File: src/rtl/trail_writer.sv
// trail_writer: write-side master for the shared frameRAM frame buffer.
// After reset (or on clear_req) it sweeps every word to the background colour,
// then on each frame tick (while Run=1) plots a 2-pixel-wide, TRAIL_ROWS-tall
// block at the latched blue and red bike positions. Red is plotted last.
//
// Ports:
//   Clk, Reset           clock, asynchronous active-low reset
//   frame_clk            ~60 Hz frame tick, asynchronous to Clk
//   Run                  1 = plot on frame ticks, 0 = paused
//   clear_req            single-cycle request to re-clear the buffer
//   Blue_X_real/_Y_real  blue bike pixel position
//   Red_X_real/_Y_real   red bike pixel position
//   write_address        frameRAM word address (X/2 + Y*H_RES/2)
//   Data_In              frameRAM write data {4'h0, C, 4'h0, C}
//   WE                   frameRAM write enable
//   busy                 high while not idle
//   clear_done           one-cycle pulse after a clear sweep completes
module trail_writer #(
    parameter int unsigned H_RES      = 640,
    parameter int unsigned V_RES      = 480,
    parameter logic [3:0]  BG_COLOR   = 4'h8,
    parameter logic [3:0]  BLUE_COLOR = 4'h6,
    parameter logic [3:0]  RED_COLOR  = 4'h4,
    parameter int unsigned TRAIL_ROWS = 2
) (
    input  logic        Clk,
    input  logic        Reset,
    input  logic        frame_clk,
    input  logic        Run,
    input  logic        clear_req,
    input  logic [9:0]  Blue_X_real,
    input  logic [9:0]  Blue_Y_real,
    input  logic [9:0]  Red_X_real,
    input  logic [9:0]  Red_Y_real,
    output logic [18:0] write_address,
    output logic [15:0] Data_In,
    output logic        WE,
    output logic        busy,
    output logic        clear_done
);

    localparam int unsigned WORDS     = H_RES * V_RES / 2;
    localparam logic [18:0] LAST_ADDR = 19'(WORDS - 1);
    localparam logic [2:0]  LAST_SLOT = 3'(2 * TRAIL_ROWS - 1);
    localparam logic [2:0]  ROWS      = 3'(TRAIL_ROWS);
    localparam logic [15:0] BG_WORD   = {4'h0, BG_COLOR, 4'h0, BG_COLOR};

    typedef enum logic [1:0] {StClear, StIdle, StPlot, StDone} state_t;

    state_t      state_q;
    logic [18:0] counter_q;
    logic [2:0]  slot_q;
    logic [9:0]  blue_x_q, blue_y_q, red_x_q, red_y_q;

    // frame_clk synchroniser and rising-edge detect
    logic sync1_q, sync2_q, prev_q;
    logic tick;

    always_ff @(posedge Clk or negedge Reset) begin
        if (!Reset) begin
            sync1_q <= 1'b0;
            sync2_q <= 1'b0;
            prev_q  <= 1'b0;
        end else begin
            sync1_q <= frame_clk;
            sync2_q <= sync1_q;
            prev_q  <= sync2_q;
        end
    end

    assign tick = sync2_q & ~prev_q;

    // Current PLOT slot: blue rows first, then red rows.
    logic [9:0]  slot_x, slot_y;
    logic [2:0]  slot_row;
    logic [3:0]  slot_color;
    logic [10:0] slot_y_row;
    logic        slot_valid;
    logic [18:0] slot_addr;

    always_comb begin
        slot_x     = blue_x_q;
        slot_y     = blue_y_q;
        slot_color = BLUE_COLOR;
        slot_row   = slot_q;
        if (slot_q >= ROWS) begin
            slot_x     = red_x_q;
            slot_y     = red_y_q;
            slot_color = RED_COLOR;
            slot_row   = slot_q - ROWS;
        end
        // 11-bit row sum so Y near the bottom cannot wrap back on-screen
        slot_y_row = {1'b0, slot_y} + 11'(slot_row);
        slot_valid = (32'(slot_x) < H_RES) && (32'(slot_y_row) < V_RES);
        slot_addr  = 19'(slot_x >> 1) + 19'(slot_y_row) * 19'(H_RES / 2);
    end

    // Outputs are registered images of what the state did on the previous
    // cycle, so busy lags the state by one cycle and lines up with WE.
    always_ff @(posedge Clk or negedge Reset) begin
        if (!Reset) begin
            state_q       <= StClear;
            counter_q     <= '0;
            slot_q        <= '0;
            blue_x_q      <= '0;
            blue_y_q      <= '0;
            red_x_q       <= '0;
            red_y_q       <= '0;
            write_address <= '0;
            Data_In       <= '0;
            WE            <= 1'b0;
            busy          <= 1'b0;
            clear_done    <= 1'b0;
        end else begin
            WE         <= 1'b0;
            clear_done <= 1'b0;
            busy       <= (state_q != StIdle);
            case (state_q)
                StClear: begin
                    WE            <= 1'b1;
                    write_address <= counter_q;
                    Data_In       <= BG_WORD;
                    if (counter_q == LAST_ADDR) begin
                        state_q <= StDone;
                    end else begin
                        counter_q <= counter_q + 19'd1;
                    end
                end
                StDone: begin
                    clear_done <= 1'b1;
                    state_q    <= StIdle;
                end
                StIdle: begin
                    // clear_req has priority; a coincident tick is dropped
                    if (clear_req) begin
                        counter_q <= '0;
                        state_q   <= StClear;
                    end else if (tick && Run) begin
                        blue_x_q <= Blue_X_real;
                        blue_y_q <= Blue_Y_real;
                        red_x_q  <= Red_X_real;
                        red_y_q  <= Red_Y_real;
                        slot_q   <= '0;
                        state_q  <= StPlot;
                    end
                end
                StPlot: begin
                    // off-screen slots still take their cycle: fixed PLOT length
                    WE            <= slot_valid;
                    write_address <= slot_addr;
                    Data_In       <= {4'h0, slot_color, 4'h0, slot_color};
                    if (slot_q == LAST_SLOT) begin
                        state_q <= StIdle;
                    end else begin
                        slot_q <= slot_q + 3'd1;
                    end
                end
                default: state_q <= StClear;
            endcase
        end
    end

endmodule

File: config.mk
export PLATFORM = sky130hd
export DESIGN_NAME = trail_writer
export DESIGN_NICKNAME = d
export VERILOG_FILES = /design/src/rtl/trail_writer.sv
export SDC_FILE = /design/constraint.sdc
export NUM_CORES = 1
export LEC_CHECK = 0
export BUFFER_PORTS_ARGS = -buffer_cell sky130_fd_sc_hd__buf_2
export CORE_UTILIZATION = 57
export DETAILED_ROUTE_END_ITERATION = 8
export GPL_TIMING_DRIVEN = 1
export PLACE_DENSITY = 0.8
export SYNTH_ARGS = -nofsm -noshare
export SYNTH_HDL_FRONTEND = slang
export SYNTH_SLANG_ARGS = --single-unit
File: constraint.sdc
create_clock -name Clk -period 5.47 [get_ports Clk]
set_input_delay 0.8205 -clock Clk [delete_from_list [all_inputs] [get_ports Clk]]
set_output_delay 0.8205 -clock Clk [all_outputs]
set_load 0.05 [all_outputs]
# Word-level counts from Yosys, hierarchy flattened
# Index checks and enable logic that the tools add are counted.
# op_classes
add_sub_neg	5
multipliers	1
order_cmp	3
n_eq_ne	14
mux	20
bitwise_logic	3
n_reduce_logical	10
# ops
operator	n
$pmux W19 S2	2
$mux W19	2
$pmux W16 S2	1
$mux W10	2
$add A19 B1 Y19 const B	1
$add A9 B19 Y19	1
$eq A19 B18 Y1 const B	1
$ne A2 B2 Y1 const B	7
$mul A11 B3 Y13 const B	1
$mux W3	4
$add A10 B3 Y11	1
$lt A11 B9 Y1 const B	1
$lt A10 B10 Y1 const B	1
$mux W2	5
$reduce_and A3 Y1	3
$pmux W2 S4	1
$pmux W3 S2	1
$reduce_bool A2 Y1	3
$eq A2 B2 Y1 const B	2
$reduce_and A4 Y1	1
$add A3 B1 Y3 const B	1
$eq A3 B2 Y1 const B	1
$ge A3 B2 Y1 const B	1
$ne A3 B3 Y1 const B	1
other kinds (9)	11
# word_totals
reg_bits	105
out_inout_bits	38
wordCells	71

# Longest topological paths before layout
# Gate-level depths: netlist of run 1.
# logic_depth
word_depth	6
mapped_depth	24
depth_no_buf	22

# Least setup slack after synthesis of run 1
# Ideal clock, no wire load.
# synth_timing
kind	register -> register
startpoint	register slot_q[0]
endpoint	register write_address[18]
setup_time_ps	127
t_arrival_ps	4797
required_time_ps	5343
path_slack_ps	546
stages_incl_launch_ff	22
n_path_buf	2
path_cell_list	dfrtp_1 > inv_1 > ha_1 > nor2b_2 > nor2_1 > buf_2 > buf_2 > xnor2_1 > ha_1 > a21o_1 > a21oi_1 > xor2_1 > ha_1 > ha_1 > fa_1 > a211o_1 > a2111o_1 > and3_4 > nand3b_4 > nor3_2 > xnor2_1 > o21ai_1
# synth_via
elab_chain_len	6
word_cells_on_any_way	9
# synth_rtl
element	line	source
from (decl)	52	logic [2:0] slot_q;
from (signal assigned)	155	slot_q <= slot_q + 3'd1;
$sub A3 B2 Y3 / $ge A3 B2 Y1 (equally long branches)	90, 86	
$mux W3 / $mux W10 (equally long branches)	86	if (slot_q >= ROWS) begin
$add A10 B3 Y11	93	slot_y_row = {1'b0, slot_y} + 11'(slot_row);
$mul A11 B3 Y13	95	slot_addr = 19'(slot_x >> 1) + 19'(slot_y_row) * 19'(H_RES / 2);
$add A9 B19 Y19 (*)	95	
$pmux W19 S2 (*)	118	case (state_q)
to (signal assigned)	121	write_address <= counter_q;
to (signal assigned)	150	write_address <= slot_addr;
to (decl)	35	output logic [18:0] write_address,
# Every way passes the cells marked *; elsewhere a longest branch is shown, timed or not.
# A chain may end at the register's enable or synchronous reset.

# Worst setup path in the final report of run 1
# layout_timing
startpoint	register slot_q[0]
endpoint	register write_address[17]
# The elaborated chain is that of the path after synthesis.

==> results of run 1 <==
[kinds of logic after synthesis]
| group | synth area share [%] |
|---|---|
| simple gates | 16.4 |
| compound gates | 12.9 |
| flops | 42.2 |
| mux | 9.94 |
| buf+inv | 4.43 |
| xor+xnor | 6.56 |
| fa+ha+maj | 7.46 |
| other cells | 0.0703 |
[cell type report]
class	instances	area (um2)	area share, %
Clock inverter	6	80.1	1.34
Clock buffer	10	138	2.30
Inverter	15	56.3	0.942
Multi-Input combinational cell	413	2910	48.7
Sequential cell	90	2250	37.7
Timing Repair Buffer	77	405	6.78
Tap cell	108	135	2.26
[per-layer routing]
metal	up-vias	part of all wire (%)	track usage, %
met5	-	0	0
met4	0	1.6	7.35
met3	16	4.4	3.76
met2	128	47	38.8
met1	2011	46	33.0
li1	1999	-	-
[synth_stat cells (all sizes together), types with 7 or more instances]
cell and instances:
a21oi 22, and3 7, ha 27, xor2 24, nor2 31, o21ai 42
buf 21, xnor2 16, clkbuf 12, nand3 19, inv 15, nor3 7
nand2 84, dfrtp 90, mux2 40, mux2i 8
[flip-flops by register name, summed over array words and instances, names as in the netlist]
signal,flops
sync2_q,1
clear_done,1
blue_y_q,10
Data_In,3
slot_q,3
red_x_q,9
WE,1
counter_q,19
red_y_q,10
prev_q,1
blue_x_q,9
state_q,2
write_address,19
sync1_q,1
busy,1
[path summary, 6_finish.rpt]
check / slack [ns] / to / startpoint
hold reg to reg: 0.36 / sync2_q / sync1_q
max in group asynchronous: 4.03 / prev_q / Reset
min in group asynchronous: 0.38 / red_y_q[9] / Reset
setup reg to reg: 0.31 / write_address[17] / slot_q[0]
hold / removal: 0.36 / sync2_q / sync1_q
setup / recovery: 0.31 / write_address[17] / slot_q[0]
[repair_timing]
action	4_1_cts	5_1_grt
resized for setup	0	6
endpoints found under the hold margin	0	0
setup endpoints to repair	0	4
[per-stage QoR]
| step | util (%) | cells | cell area (um2) | worst slack [ns] | hold slack [ns] |
|---|---|---|---|---|---|
| after floorplan | - | 551 | 5370 | 0.546 | 0.331 |
| after global placement | 64.5 | 703 | 5730 | 0.381 | 0.334 |
| after detailed placement | 64.5 | 703 | 5730 | 0.279 | 0.337 |
| after CTS | 66.9 | 719 | 5950 | 0.226 | 0.358 |
| after global routing | 67.3 | 719 | 5980 | 0.0211 | 0.378 |
| final | 67.3 | 719 | 5980 | 0.309 | 0.356 |
==> summary.md, run 1 <==
| Metric | Value |
|---|---|
| Worst EP arrival | `between 5 and 6 ns` |
| Drt first-iter violations | `261` |
| Average instance area after synthesis | `9.85 um2` |
| First-pass GRT wire length | `18700 um` |
| Via-per-instance ratio | `~5.8` |
| Share of the synthesized area in the top cell type | `42.2%` |
| Via count | `roughly 4200` |
| Depth of the worst register-to-register path | `21` |
| Nets | `approximately 680` |
| Status | `completed` |
| Post-detailed-route wirelength per cell | `roughly 15 um` |
| Shortest period the worst path allows | `5.16 ns` |
| Half-perimeter wire length after placement | `~8000 um` |
| CP max-delay cell | `sky130_fd_sc_hd__dfrtp_1` |
| Flip-flop and latch count after synthesis | `90` |
| Clk_skew | `approximately 0.015 ns` |
| Area growth from synthesis to layout | `12.1%` |
| Number of detailed-routing iterations run before antenna repair | `4` |
| Kind of end point of the critical path | `flop` |
| Most frequent cell on the critical path | `sky130_fd_sc_hd__ha_1` |
| Number of warnings reported in the yosys synthesis log | `0` |
| Post-synthesis cell type count | `between 60 and 70` |
| Number of global-route vias before repair | `4053` |
| Crit path max fanout | `13` |
| Number of buffers added for setup after CTS | `0` |
| Depth of the worst hold-timing path | `0` |
| Relative max-transition margin | `between 40% and 50%` |
| Most common flop cell mapped by yosys | `sky130_fd_sc_hd__dfrtp_1` |
| # diodes | `0` |
| Number of routed nets with antenna violations | `0` |
| Top post-synthesis cells by area | `sky130_fd_sc_hd__dfrtp_1, sky130_fd_sc_hd__mux2_2, sky130_fd_sc_hd__ha_1` |
| Final period utilization | `94.3%` |
| Total DRC errors in the routed layout | `0` |
| Critical Path Start Type | `flop` |
| Dominant cell type by area after synthesis | `sky130_fd_sc_hd__dfrtp_1` |
| Number of rows in the core area | `34` |
| Worst skew pair latency | `~0.37 ns` |
| Global-route total usage across every layer | `about a quarter` |
| Routability cong. | `~0.83` |
| Number of clock buffers inserted by TritonCTS | `9` |
| Number of flops mapped to enable cells by yosys | `0` |
| Hold-fix buffers, CTS | `0` |
| Logic depth of the worst setup path including buffers | `21` |
| Overall routed net length | `11000 um` |
| Delay of the slowest cell on the worst path | `around 0.46 ns` |
| # fillers | `between 600 and 700` |
| Placeable core region | `8890 um2` |
| Commonest cells after routing, fill and taps aside | `sky130_fd_sc_hd__dfrtp_1, sky130_fd_sc_hd__nand2_1, sky130_fd_sc_hd__buf_2, sky130_fd_sc_hd__mux2_2, sky130_fd_sc_hd__o21ai_0` |
| Sink count of the clock tree | `90` |
| Antenna violations before repair | `0` |
| CP cell instances | `inv_1 -> ha_1 -> nand2b_1 -> nand2_1 -> buf_4 -> nor2_1 -> a21oi_1 -> ha_1 -> a21oi_2 -> a21oi_1 -> nand2_1 -> xor2_1 -> mux2i_1 -> mux2_2 -> ha_1 -> a2111o_1 -> o21ai_1 -> xor2_2 -> nor3_2 -> xor2_1 -> o21ai_1` |
| Share of cells above drive strength 1 | `about a quarter` |
| Buffer and inverter count on the worst path | `2` |
| RSZ-0062 raised after global routing | `no` |
| Cell chosen for the clock root | `sky130_fd_sc_hd__clkbuf_8` |
| Family of cells with the greatest summed delay on the critical path | `compound AO/OA/AOI/OAI gates` |
| Sequential-to-total area share from yosys stat | `between 40% and 50%` |
| Initial core utilization | `60.0%` |
| Number of failing setup endpoints in the final timing report | `0` |
| Commonest non-fill, non-tap cell in the layout | `sky130_fd_sc_hd__dfrtp_1` |
| CTS tree | `done` |
| Transition time of the tightest slew-check pin | `around 0.84 ns` |
| Worst-case clock buffer depth | `2` |
| Category of the critical setup timing path | `reg -> reg` |
| Post-synthesis async set-or-reset flop share | `100%` |
| CTS H-Tree Depth | `3` |
| Achievable frequency | `between 150 and 200 MHz` |
| Floorplan die width | `~99 um` |
| Max Cap Viol | `0` |
| Synthesized area | `between 5000 and 6000 um2` |
| Pin count of the biggest net entering global routing | `61` |
| Classification of the worst-slack hold path | `reg -> reg` |
| Endpoints failing hold | `0` |
| Top-Level Pins | `slightly above 80` |
| Vert. Die Dim | `just under 100 um` |
| CTS clock-pin slew for the worst setup and hold paths | `about 0.10 ns` |
| Gr ovfl total | `0` |
| Gate count of the mapped netlist | `542` |
| Setup TNS | `0 ns` |
| I/O Buffers | `70` |
| Max Transition Viols Final | `0` |
| Overall die area | `between 9000 and 10000 um2` |
| Data required, critical path | `between 5 and 6 ns` |
Power of run 1 is left out: the tool's default activity adds up to more than one toggle a clock period on the data nets, which glitch-free logic cannot reach.
==> inputs of run 2 (changes only) <==
clock period = 5.5 ns   (was 5.47 ns; I/O delays follow)
==> run 2 against run 1 <==
Effect of this change:
- highest routed layer unchanged
- critical endpoint is now write_address[18]
- core utilization shrank 0.20 points
- clock skew grew 0.0061 ns
- global-route usage up 0.17 points
- die area did not move
==> summary.md, run 2 (same netlist as run 1, synthesis figures left out) <==
| Metric | Value |
|---|---|
| Floorplan die width | `98.8 um` |
| Number of global-route vias before repair | `slightly below 4000` |
| Worst r2r src | `slot_q[0]` |
| Achievable frequency | `between 150 and 200 MHz` |
| Via-per-instance ratio | `5.75` |
| Number of routed nets with antenna violations | `0` |
| Top flop regs | `counter_q x19, write_address x19` |
| RSZ-0062 raised after global routing | `no` |
| Setup TNS | `0 ns` |
| Worst-case register-to-register setup slack | `0.35 ns` |
| Cell total after placement | `around 700` |
| Half-perimeter wire length after placement | `8110 um` |
| Post-Route Hold Slack | `between 0.3 and 0.4 ns` |
| Category of the critical setup timing path | `reg -> reg` |
| Shortest period the worst path allows | `slightly above 5 ns` |
| Area growth from synthesis to layout | `11.7%` |
| Worst setup path startpoint | `slot_q[0]` |
| Design area | `roughly 6000 um2` |
| Antenna violations before repair | `0` |
| Worst-case clock buffer depth | `2` |
| Worst r2r dst | `write_address[18]` |
| First-pass GRT wire length | `18700 um` |
| Number of detailed-routing iterations run before antenna repair | `5` |
| Worst skew pair latency | `roughly 0.37 ns` |
| Number of rows in the core area | `34` |
| Critical Path Start Type | `flop` |
| Commonest non-fill, non-tap cell in the layout | `sky130_fd_sc_hd__dfrtp_1` |
| Nets | `around 700` |
| Classification of the worst-slack hold path | `reg -> reg` |
| Total DRC errors in the routed layout | `0` |
| Status | `completed` |
| Max Transition Viols Final | `0` |
| Gr ovfl total | `0` |
| Number of failing setup endpoints in the final timing report | `0` |
| Endpoints failing hold | `0` |
| Pin count of the biggest net entering global routing | `49` |
| Global-route total usage across every layer | `roughly a quarter` |
| Depth of the worst register-to-register path | `22` |
| Commonest cells after routing, fill and taps aside | `sky130_fd_sc_hd__dfrtp_1, sky130_fd_sc_hd__nand2_1, sky130_fd_sc_hd__buf_2, sky130_fd_sc_hd__mux2_2, sky130_fd_sc_hd__o21ai_0` |
| # fillers | `around 740` |
| Overall routed net length | `about 11000 um` |
| Relative max-transition margin | `23.2%` |
| Clk_skew | `between 0.02 and 0.025 ns` |
| CTS tree | `done` |
| Cell area after placement | `5720 um2` |
| Vert. Die Dim | `~99 um` |
| Drt first-iter violations | `between 150 and 200` |
| Number of clock buffers inserted by TritonCTS | `9` |
| Placeable core region | `8890 um2` |
| CTS clock-pin slew for the worst setup and hold paths | `roughly 0.1 ns` |
| Cell chosen for the clock root | `sky130_fd_sc_hd__clkbuf_8` |
| Post-detailed-route wirelength per cell | `15.2 um` |
| Routability cong. | `approximately 0.84` |
| Fin cells | `a little over 700` |
| Final period utilization | `between 90 and 100%` |
| Overall die area | `slightly below 10000 um2` |
| Share of cells above drive strength 1 | `between 20% and 30%` |
| Initial core utilization | `between 60% and 70%` |
| Crit path max fanout | `12` |
| Via count | `4130` |
| Sink count of the clock tree | `90` |
| I/O Buffers | `70` |
| Max Cap Viol | `0` |
| Kind of end point of the critical path | `flop` |
| Transition time of the tightest slew-check pin | `roughly 1.2 ns` |
| # diodes | `0` |
| Top-Level Pins | `83` |
| CTS H-Tree Depth | `3` |
| Data required, critical path | `approximately 5.7 ns` |
| Worst EP arrival | `between 5 and 6 ns` |
| Destination of the critical timing path | `write_address[18]` |
## run 2: cell type report
cell class                      instances  area [um2]  share of cell area [%]
Multi-Input combinational cell        413        2900                    48.7
Sequential cell                        90        2250                    37.8
Timing Repair Buffer                   76         398                    6.67
Tap cell                              108         135                    2.27
Clock buffer                            9         124                    2.08
Clock inverter                          7        93.8                    1.57
Inverter                               15        56.3                   0.944
## run 2: through the flow
stage               setup WS (ns)  util, %
finish                      0.346     67.1
detailed placement          0.229     64.4
CTS                         0.172     66.8
floorplan                   0.576        -
global route               0.0208     67.1
global placement            0.421     64.4
## run 2: what timing repair did
| action | in CTS | in global routing |
|---|---|---|
| endpoints found under the setup margin | 0 | 2 |
| buffers inserted | 0 | 0 |
| hold buffers | 0 | 0 |
| gates resized for setup | 0 | 5 |
## run 2: worst min-delay path by stage
stage               to     from  depth (start not counted)
2_1_floorplan  sync2_q  sync1_q                          0
3_3_place_gp   sync2_q  sync1_q                          0
3_5_place_dp   sync2_q  sync1_q                          0
4_1_cts        sync2_q  sync1_q                          0
5_1_grt         prev_q  sync2_q                          0
6_report        prev_q  sync2_q                          0
## run 2: per-layer routing
metal  global-route usage, %  vias to the layer above  wire, um
met5                       0                        -         0
met4                    7.12                        0       149
met3                    3.48                       15       434
met2                    40.5                      123      5400
met1                    32.3                     1985      4960
li1                        -                     2007         -
## run 2: critical path, stage by stage (launching register included)
cell and delay [ns]:
sky130_fd_sc_hd__dfrtp_1 0.46, sky130_fd_sc_hd__inv_1 0.07, sky130_fd_sc_hd__ha_1 0.22, sky130_fd_sc_hd__nor2b_2 0.17, sky130_fd_sc_hd__nor2_1 0.21, sky130_fd_sc_hd__buf_4 0.24
sky130_fd_sc_hd__nand2_1 0.07, sky130_fd_sc_hd__nand2_1 0.12, sky130_fd_sc_hd__ha_1 0.25, sky130_fd_sc_hd__a21o_1 0.19, sky130_fd_sc_hd__a21oi_2 0.26, sky130_fd_sc_hd__nor2_1 0.10
sky130_fd_sc_hd__xnor2_1 0.28, sky130_fd_sc_hd__a21oi_1 0.15, sky130_fd_sc_hd__ha_1 0.32, sky130_fd_sc_hd__ha_1 0.36, sky130_fd_sc_hd__a211o_1 0.41, sky130_fd_sc_hd__a2111oi_1 0.44
sky130_fd_sc_hd__o21bai_1 0.16, sky130_fd_sc_hd__xnor2_2 0.18, sky130_fd_sc_hd__nor3_2 0.18, sky130_fd_sc_hd__xnor2_1 0.13, sky130_fd_sc_hd__o21ai_1 0.07
Power of run 2 is left out for the same reason.
